===== src/rtl/mcycle_unit.sv =====
// Iterative multi-cycle multiply/divide unit: shift-add multiply and restoring divide, signed or unsigned.
// Optional MCYCLE_EARLY_TERM_EN: multiplies stop as soon as the remaining multiplier magnitude is zero.
module mcycle_unit #(
  parameter int WIDTH = 32
) (
  input  logic             CLK,
  input  logic             RESET,
  input  logic             Start,
  input  logic [1:0]       MCycleOp,
  input  logic [WIDTH-1:0] Operand1,
  input  logic [WIDTH-1:0] Operand2,
  output logic [WIDTH-1:0] Result1,
  output logic [WIDTH-1:0] Result2,
  output logic             Busy,
  output logic             Done,
  output logic             DivByZero
);

  localparam int CW = $clog2(WIDTH);

  typedef enum logic [1:0] {
    IDLE,
    COMPUTE,
    FINISH
  } state_t;

  state_t             state_q, state_d;
  logic [CW-1:0]      cnt_q, cnt_d;
  logic               is_div_q, is_div_d;
  logic               neg_q, neg_d;          // product / quotient needs negation
  logic               rem_neg_q, rem_neg_d;  // remainder follows dividend sign
  logic               div0_q, div0_d;
  logic [WIDTH-1:0]   op1_q, op1_d;
  logic [2*WIDTH-1:0] acc_q, acc_d;
  logic [2*WIDTH-1:0] mcand_q, mcand_d;
  logic [WIDTH-1:0]   mplier_q, mplier_d;
  logic [WIDTH-1:0]   res1_q, res1_d;
  logic [WIDTH-1:0]   res2_q, res2_d;
  logic               busy_q, busy_d;
  logic               done_q, done_d;
  logic               dbz_q, dbz_d;

  // Launch-side decode and operand magnitudes
  logic             signed_op;
  logic             launch_div;
  logic [WIDTH-1:0] mag1;
  logic [WIDTH-1:0] mag2;

  assign signed_op  = ~MCycleOp[0];
  assign launch_div = MCycleOp[1];
  assign mag1       = (signed_op && Operand1[WIDTH-1]) ? -Operand1 : Operand1;
  assign mag2       = (signed_op && Operand2[WIDTH-1]) ? -Operand2 : Operand2;

  // Restoring-divide step: acc holds {remainder, dividend/quotient}; divisor sits in mcand low half.
  logic [WIDTH:0]     sh_rem;
  logic [WIDTH:0]     trial;
  logic               fits;
  logic [2*WIDTH-1:0] div_step;

  assign sh_rem   = acc_q[2*WIDTH-1:WIDTH-1];
  assign trial    = sh_rem - {1'b0, mcand_q[WIDTH-1:0]};
  assign fits     = ~trial[WIDTH];
  assign div_step = fits ? {trial[WIDTH-1:0], acc_q[WIDTH-2:0], 1'b1}
                         : {sh_rem[WIDTH-1:0], acc_q[WIDTH-2:0], 1'b0};

  // Sign-corrected final values, consumed in FINISH
  logic [2*WIDTH-1:0] prod_fin;
  logic [WIDTH-1:0]   quo_fin;
  logic [WIDTH-1:0]   rem_fin;

  assign prod_fin = neg_q     ? -acc_q                  : acc_q;
  assign quo_fin  = neg_q     ? -acc_q[WIDTH-1:0]       : acc_q[WIDTH-1:0];
  assign rem_fin  = rem_neg_q ? -acc_q[2*WIDTH-1:WIDTH] : acc_q[2*WIDTH-1:WIDTH];

  // NOTE: every _d gets a default before the case so no path leaves it unassigned (no latches).
  always_comb begin
    state_d   = state_q;
    cnt_d     = cnt_q;
    is_div_d  = is_div_q;
    neg_d     = neg_q;
    rem_neg_d = rem_neg_q;
    div0_d    = div0_q;
    op1_d     = op1_q;
    acc_d     = acc_q;
    mcand_d   = mcand_q;
    mplier_d  = mplier_q;
    res1_d    = res1_q;
    res2_d    = res2_q;
    dbz_d     = dbz_q;
    done_d    = 1'b0;

    unique case (state_q)
      IDLE: begin
        if (Start) begin
          is_div_d  = launch_div;
          neg_d     = signed_op && (Operand1[WIDTH-1] ^ Operand2[WIDTH-1]);
          rem_neg_d = signed_op && Operand1[WIDTH-1];
          div0_d    = launch_div && (Operand2 == '0);
          op1_d     = Operand1;
          dbz_d     = 1'b0;
          cnt_d     = CW'(WIDTH - 1);
          state_d   = COMPUTE;
          if (launch_div) begin
            acc_d    = {{WIDTH{1'b0}}, mag1};
            mcand_d  = {{WIDTH{1'b0}}, mag2};
            mplier_d = '0;
            if (Operand2 == '0) begin
              state_d = FINISH;
              cnt_d   = '0;
            end
          end else begin
            acc_d    = '0;
            mcand_d  = {{WIDTH{1'b0}}, mag1};
            mplier_d = mag2;
`ifdef MCYCLE_EARLY_TERM_EN
            if (mag2 == '0) begin
              state_d = FINISH;
              cnt_d   = '0;
            end
`endif
          end
        end
      end

      COMPUTE: begin
        if (is_div_q) begin
          acc_d = div_step;
        end else begin
          if (mplier_q[0]) acc_d = acc_q + mcand_q;
          mcand_d  = mcand_q << 1;
          mplier_d = mplier_q >> 1;
        end

        if (cnt_q == '0) begin
          state_d = FINISH;
        end else begin
          cnt_d = cnt_q - CW'(1);
        end

`ifdef MCYCLE_EARLY_TERM_EN
        // Remaining multiplier bits are all zero after this step: product is complete.
        if (!is_div_q && (mplier_q[WIDTH-1:1] == '0)) begin
          state_d = FINISH;
          cnt_d   = '0;
        end
`endif
      end

      FINISH: begin
        state_d = IDLE;
        done_d  = 1'b1;
        if (div0_q) begin
          res1_d = '1;
          res2_d = op1_q;
          dbz_d  = 1'b1;
        end else if (is_div_q) begin
          res1_d = quo_fin;
          res2_d = rem_fin;
        end else begin
          res1_d = prod_fin[WIDTH-1:0];
          res2_d = prod_fin[2*WIDTH-1:WIDTH];
        end
      end

      default: state_d = IDLE;
    endcase

    busy_d = (state_d != IDLE);
  end

  // NOTE: state registers use non-blocking assignments so all flops update from pre-edge values.
  always_ff @(posedge CLK or posedge RESET) begin
    if (RESET) begin
      state_q   <= IDLE;
      cnt_q     <= '0;
      is_div_q  <= 1'b0;
      neg_q     <= 1'b0;
      rem_neg_q <= 1'b0;
      div0_q    <= 1'b0;
      op1_q     <= '0;
      acc_q     <= '0;
      mcand_q   <= '0;
      mplier_q  <= '0;
      res1_q    <= '0;
      res2_q    <= '0;
      busy_q    <= 1'b0;
      done_q    <= 1'b0;
      dbz_q     <= 1'b0;
    end else begin
      state_q   <= state_d;
      cnt_q     <= cnt_d;
      is_div_q  <= is_div_d;
      neg_q     <= neg_d;
      rem_neg_q <= rem_neg_d;
      div0_q    <= div0_d;
      op1_q     <= op1_d;
      acc_q     <= acc_d;
      mcand_q   <= mcand_d;
      mplier_q  <= mplier_d;
      res1_q    <= res1_d;
      res2_q    <= res2_d;
      busy_q    <= busy_d;
      done_q    <= done_d;
      dbz_q     <= dbz_d;
    end
  end

  assign Result1   = res1_q;
  assign Result2   = res2_q;
  assign Busy      = busy_q;
  assign Done      = done_q;
  assign DivByZero = dbz_q;

endmodule


===== config.mk =====
export PLATFORM = sky130hd
export DESIGN_NAME = mcycle_unit
export DESIGN_NICKNAME = d
export VERILOG_FILES = /design/src/rtl/mcycle_unit.sv
export SDC_FILE = /design/constraint.sdc
export NUM_CORES = 1
export LEC_CHECK = 0
export ABC_AREA = 1
export BUFFER_PORTS_ARGS = -buffer_cell sky130_fd_sc_hd__buf_2
export CAP_MARGIN = 10
export CORE_MARGIN = 1.5
export CORE_UTILIZATION = 25
export CTS_CLUSTER_DIAMETER = 120
export DETAILED_ROUTE_END_ITERATION = 8
export HOLD_SLACK_MARGIN = 0.1
export REMOVE_ABC_BUFFERS = 1
export SYNTH_ARGS = -nofsm -noshare
export SYNTH_HDL_FRONTEND = slang
export SYNTH_SLANG_ARGS = --single-unit

===== constraint.sdc =====
create_clock -name CLK -period 10.7 [get_ports CLK]
set_input_delay 0 -clock CLK [delete_from_list [all_inputs] [get_ports CLK]]
set_output_delay 0 -clock CLK [all_outputs]
set_load 0.03 [all_outputs]

* Yosys cells after proc, flatten, opt, wreduce, memory -nomap -nowiden
Index checks and enable logic that the tools add are counted.
W data, S select, Z words.
** Cells by class
- $add $sub $neg :: 8
- Eq/ne operators :: 7
- Multiplexer cells :: 37
- Bitwise logic cells :: 2
- Reduce and logical (&&, ||, !) cells :: 15
** Operators with widths (count)
- $mux W64 :: 7
- $mux W32 :: 13
- $pmux W64 S2 :: 2
- $neg A32 Y32 :: 4
- $add A64 B64 Y64 :: 1
- $neg A64 Y64 :: 1
- $pmux W32 S2 :: 1
- $sub A33 B32 Y33 :: 1
- $logic_not A32 Y1 :: 1
- $mux W5 :: 4
- $reduce_and A3 Y1 :: 4
- $pmux W5 S2 :: 1
- $mux W2 :: 4
- $ne A2 B2 Y1 const B :: 4
- $reduce_bool A2 Y1 :: 3
- $logic_not A5 Y1 :: 1
- $sub A5 B1 Y5 const B :: 1
- $logic_and A1 B1 Y1 :: 4
- $pmux W2 S2 :: 1
- $mux W1 :: 3
- $ne A3 B3 Y1 const B :: 1
- $eq A2 B1 Y1 const B :: 1
- $eq A2 B2 Y1 const B :: 1
- $logic_not A2 Y1 :: 1
- other kinds (4) :: 4
** Word-level totals
- Register bits :: 270
- Bits of input ports :: 69
- Output and inout port bits :: 67

* Logic depth before layout (Yosys ltp)
- Depth after elaboration :: 6
- Depth in mapped cells :: 20

* Least setup slack after synthesis
Ideal clock, no wire load.
- Path type :: register -> register
- Start :: reg acc_q[31]
- End :: reg acc_q[33]
- Arrival time :: 2.329 ns
- Path slack :: 8.253 ns
- Cell stages (with the launch flop) :: 20
- Path buffers :: 2
- Clock period less this slack :: 2.447 ns
- Path through :: dfrtp_1 > inv_1 > ha_1 > fa_1 > inv_1 > nand2_1 > nand2_1 > nand3_1 > nand2_2 > nand2_2 > nand2_2 > nand2_4 > nand3_1 > nand2_2 > buf_6 > buf_12 > nand2_2 > nand3_1 > nand3_1 > nand2_1
** Between the ends
- Longest elaborated chain between the ends :: 4
- Elaborated cells on any way between the ends :: 6
** Ends and longest elaborated chain
- start, declared :: line 34 : logic [2*WIDTH-1:0] acc_q, acc_d;
- start signal, assigned :: line 181 : acc_q <= '0;
- start signal, assigned :: line 197 : acc_q <= acc_d;
- $add A64 B64 Y64 / $sub A33 B32 Y33 (equally long branches) :: line 129, 61
- $mux W64 (on tied branches) :: line 129, 63
- $mux W64 * :: line 126 : if (is_div_q) begin
- $pmux W64 S2 * :: line 92 : unique case (state_q)
Every way passes the cells marked *; elsewhere a longest branch is shown, timed or not. The select of a mux whose other input is x is not followed.
A chain may end at the register's enable or synchronous reset.

* Final worst setup path
- Start :: reg state_q[1]
- End :: reg res1_q[2], in the netlist Result1[2]
** Between the ends
- Longest elaborated chain between the ends :: 1
** Ends and longest elaborated chain
- start, declared :: line 27 : state_t state_q, state_d;
- start signal, assigned :: line 190 : state_q <= state_d;
- $eq A2 B2 Y1 :: line 92
- end signal, assigned :: line 200 : res1_q <= res1_d;
- end, declared :: line 37 : logic [WIDTH-1:0] res1_q, res1_d;
No other way between the ends.

==> results.ini <==
[place]
place.gp.congestion=0.9992
placedCellCount=5517
io_buffers=135
dp_hpwl_um=86330

[setup_path]
cp_top_family=buffers and inverters
critPathRequiredTime_ps=11160
worstSetupStartpointType=flop
crit_fanout=66
crit_slowest_cell=inv_1
cp.buffers_inverters=6
cpPeakStageDelay_ps=650
path_cells=inv_1, nor2_4, buf_4, inv_2, nor2_4, buf_4, inv_1, a21oi_1, o21ai_0, o21ai_0, inv_1
crit_type=reg -> reg
worstPathArrival_ps=4120
critPathMostFrequentCell=inv_1
critical_path.endpoint_type=flop

[route]
drtAntennaViolNets=0
num_vias=27910
via_per_inst=4.921
first_pass_iters=6
wirelength_um=108600
routedWlPerCell_um=19.15
drt-initial-drc-count=2824
drc_errors=0

[logic_synthesis]
ys_seq_area_share_pct=27.22
yosys-top-cells-area=dfrtp_1 (27%), nand2_1 (22%), inv_1 (11%)
synth_edf_count=0
synth-seq-cells=270
async_flop_share_pct=100.0
syn_area_per_cell_um2=5.935
synth_area_mm2=0.02482
synth.distinct_cells=53
synth_top_area_share_pct=27.22
synth_flop_cell=dfrtp_1
syn-instance-count=4182
synth.most_common_cell=nand2_1
synth_common_cells=nand2_1 (1,423), inv_1 (742), nand3_1 (414)
ys_warn_count=0
synth_top_cell_by_area=dfrtp_1

[power]
leakage_nw=15.68
p_per_area_mw_per_mm2=353.0
switchingPower_w=0.005951
p_int_w=0.004269
ir_worst_vdd_mv=0.1684
clkPwrFrac_pct=12.5
swShare_pct=58.23
seq_power_share_pct=20.3
total_power_w=0.01022
share_comb_of_total_power_pct=67.1

[clock_tree]
htreeDepth=2
clock_sinks=270
cts_tree=yes
clk_path_buf_depth=3
cts_buffers=37
clk_transition_reported_paths_ps=60
clk-insertion-delay-late_ps=580
root_buffer=clkbuf_16

[sta]
worst_slew_pin_slew_ps=1096
rsz0062_at_grt=false
setup_viol=0
final.setup.tns_ps=0
slew_violations=0
finalHoldViolations=0
fin_skew_ps=21.11
min_period_ps=3654
hold-worst-slack_ps=223.2
fin_crit_sh_pct=34.15
fmax_mhz=273.7
slew_headroom_pct=26.82

[finish]
fin_nets=4521
drive_gt1_share_pct=6.851
area_growth_pct=16.63
layout.cells.non_filler=5671

[die]
core_mm2=0.09842
die_h_um=318.1
start_util_pct=25.22
ios=136
die_x_um=318.1
rows=115
dieArea_mm2=0.1012

[grt]
grt_pass1_wl_um=162500
grt_max_degree=87
track_usage_pct=20.97
grt_pass1_vias=25880
grt.overflow.total=0
antenna_found_initial=4

[flow_run]
cap_violations=0

[outcome]
status=finished, final reports clean

[hold_path]
hp-class=in -> reg

## worst paths after layout
path | from | end | slack, ps | cells past startpoint
setup / recovery | state_q[1] | Result1[2] | 7050 | 11
hold / removal | Operand2[31] | mplier_q[31] | 220 | 4
setup reg to reg | state_q[1] | Result1[2] | 7050 | 11
hold reg to reg | op1_q[8] | op1_q[8] | 490 | 2
max in group asynchronous | RESET | is_div_q | 7840 | 6
min in group asynchronous | RESET | op1_q[1] | 640 | 4
## metrics by stage
stage	setup WS [ps]	area, um^2	util, %
floorplan	3261	24300	-
global placement	7097	26890	27.32
detailed placement	7038	26890	27.32
CTS	7080	28930	29.40
global route	6768	28940	29.40
finish	7046	28950	29.41
## worst register-to-register path, cell delays in order, from the launching register on
cell and delay (ps):
dfrtp_1 370, inv_1 110, nor2_4 90, buf_4 590, inv_2 550, nor2_4 180, buf_4 450, inv_1 660
a21oi_1 300, o21ai_0 110, o21ai_0 80, inv_1 60
## what timing repair did
action / CTS / global route
setup buffers: 0 / 0
setup endpoints to repair: 0 / 0
endpoints found under the hold margin: 204 / 0
resized for setup: 0 / 0
hold buffers: 81 / 0
## cell usage in the layout, fill, tap and decap left out, drive strengths merged, types with 42 or more instances in the layout
cell type,Yosys,routed
nand2,1444,1444
nor3,46,46
a22oi,42,42
nand3,420,420
nor2,340,340
xor2,85,85
clkbuf,84,54
dfrtp,270,270
inv,746,748
ha,100,100
dlygate4sd3,0,81
a21oi,191,191
o22ai,46,46
o21ai,165,165
buf,36,168
## state kept, by name (all words and copies together), names as in the netlist, 2 cells and up
register / cells
cnt_q: 5
acc_q: 64
mplier_q: 32
mcand_q: 64
Result2: 32
op1_q: 32
Result1: 32
state_q: 2
## final cells by class
class / instances / area, um^2
multi-input combinational: 3044 / 14780
antenna: 5 / 12.51
clock inverter: 14 / 141.4
tap: 1287 / 1610
inverter: 748 / 2815
clock buffer: 54 / 1091
timing repair buffer: 249 / 1734
sequential: 270 / 6758
fill: 11050 / 69470
## cells by family (layout without fill, tap and decap cells)
group / count (synthesis) / in the layout / share of synthesized area [%]
AOI/OAI and AO/OA: 515 / 515 / 11.81
xor gates and xnor gates: 96 / 96 / 3.388
adders and majority gates: 102 / 102 / 5.203
buffers and inverters: 868 / 1065 / 13.39
DFF: 270 / 270 / 27.22
other: 0 / 5 / 0
and+or+nand+nor: 2331 / 2331 / 38.98
## per-layer routing
layer / track usage (%) / up-vias / part of all wire, %
li1: - / 13550 / -
met1: 28.77 / 13150 / 45
met2: 33.00 / 1031 / 44
met3: 3.173 / 175 / 7.4
met4: 8.102 / 2 / 4.1
met5: 0 / - / 0.015
## power by group through the flow
stage                     combinational, W  sequential, W  clock [W]
after CTS                          0.00675        0.00205    0.00129
after floorplan                    0.00445        0.00197          0
final                              0.00686        0.00208    0.00128
after detailed placement           0.00669        0.00206          0
after global routing               0.00761        0.00211    0.00133
after global placement             0.00664        0.00206          0
(Power assumes the default switching activity.)
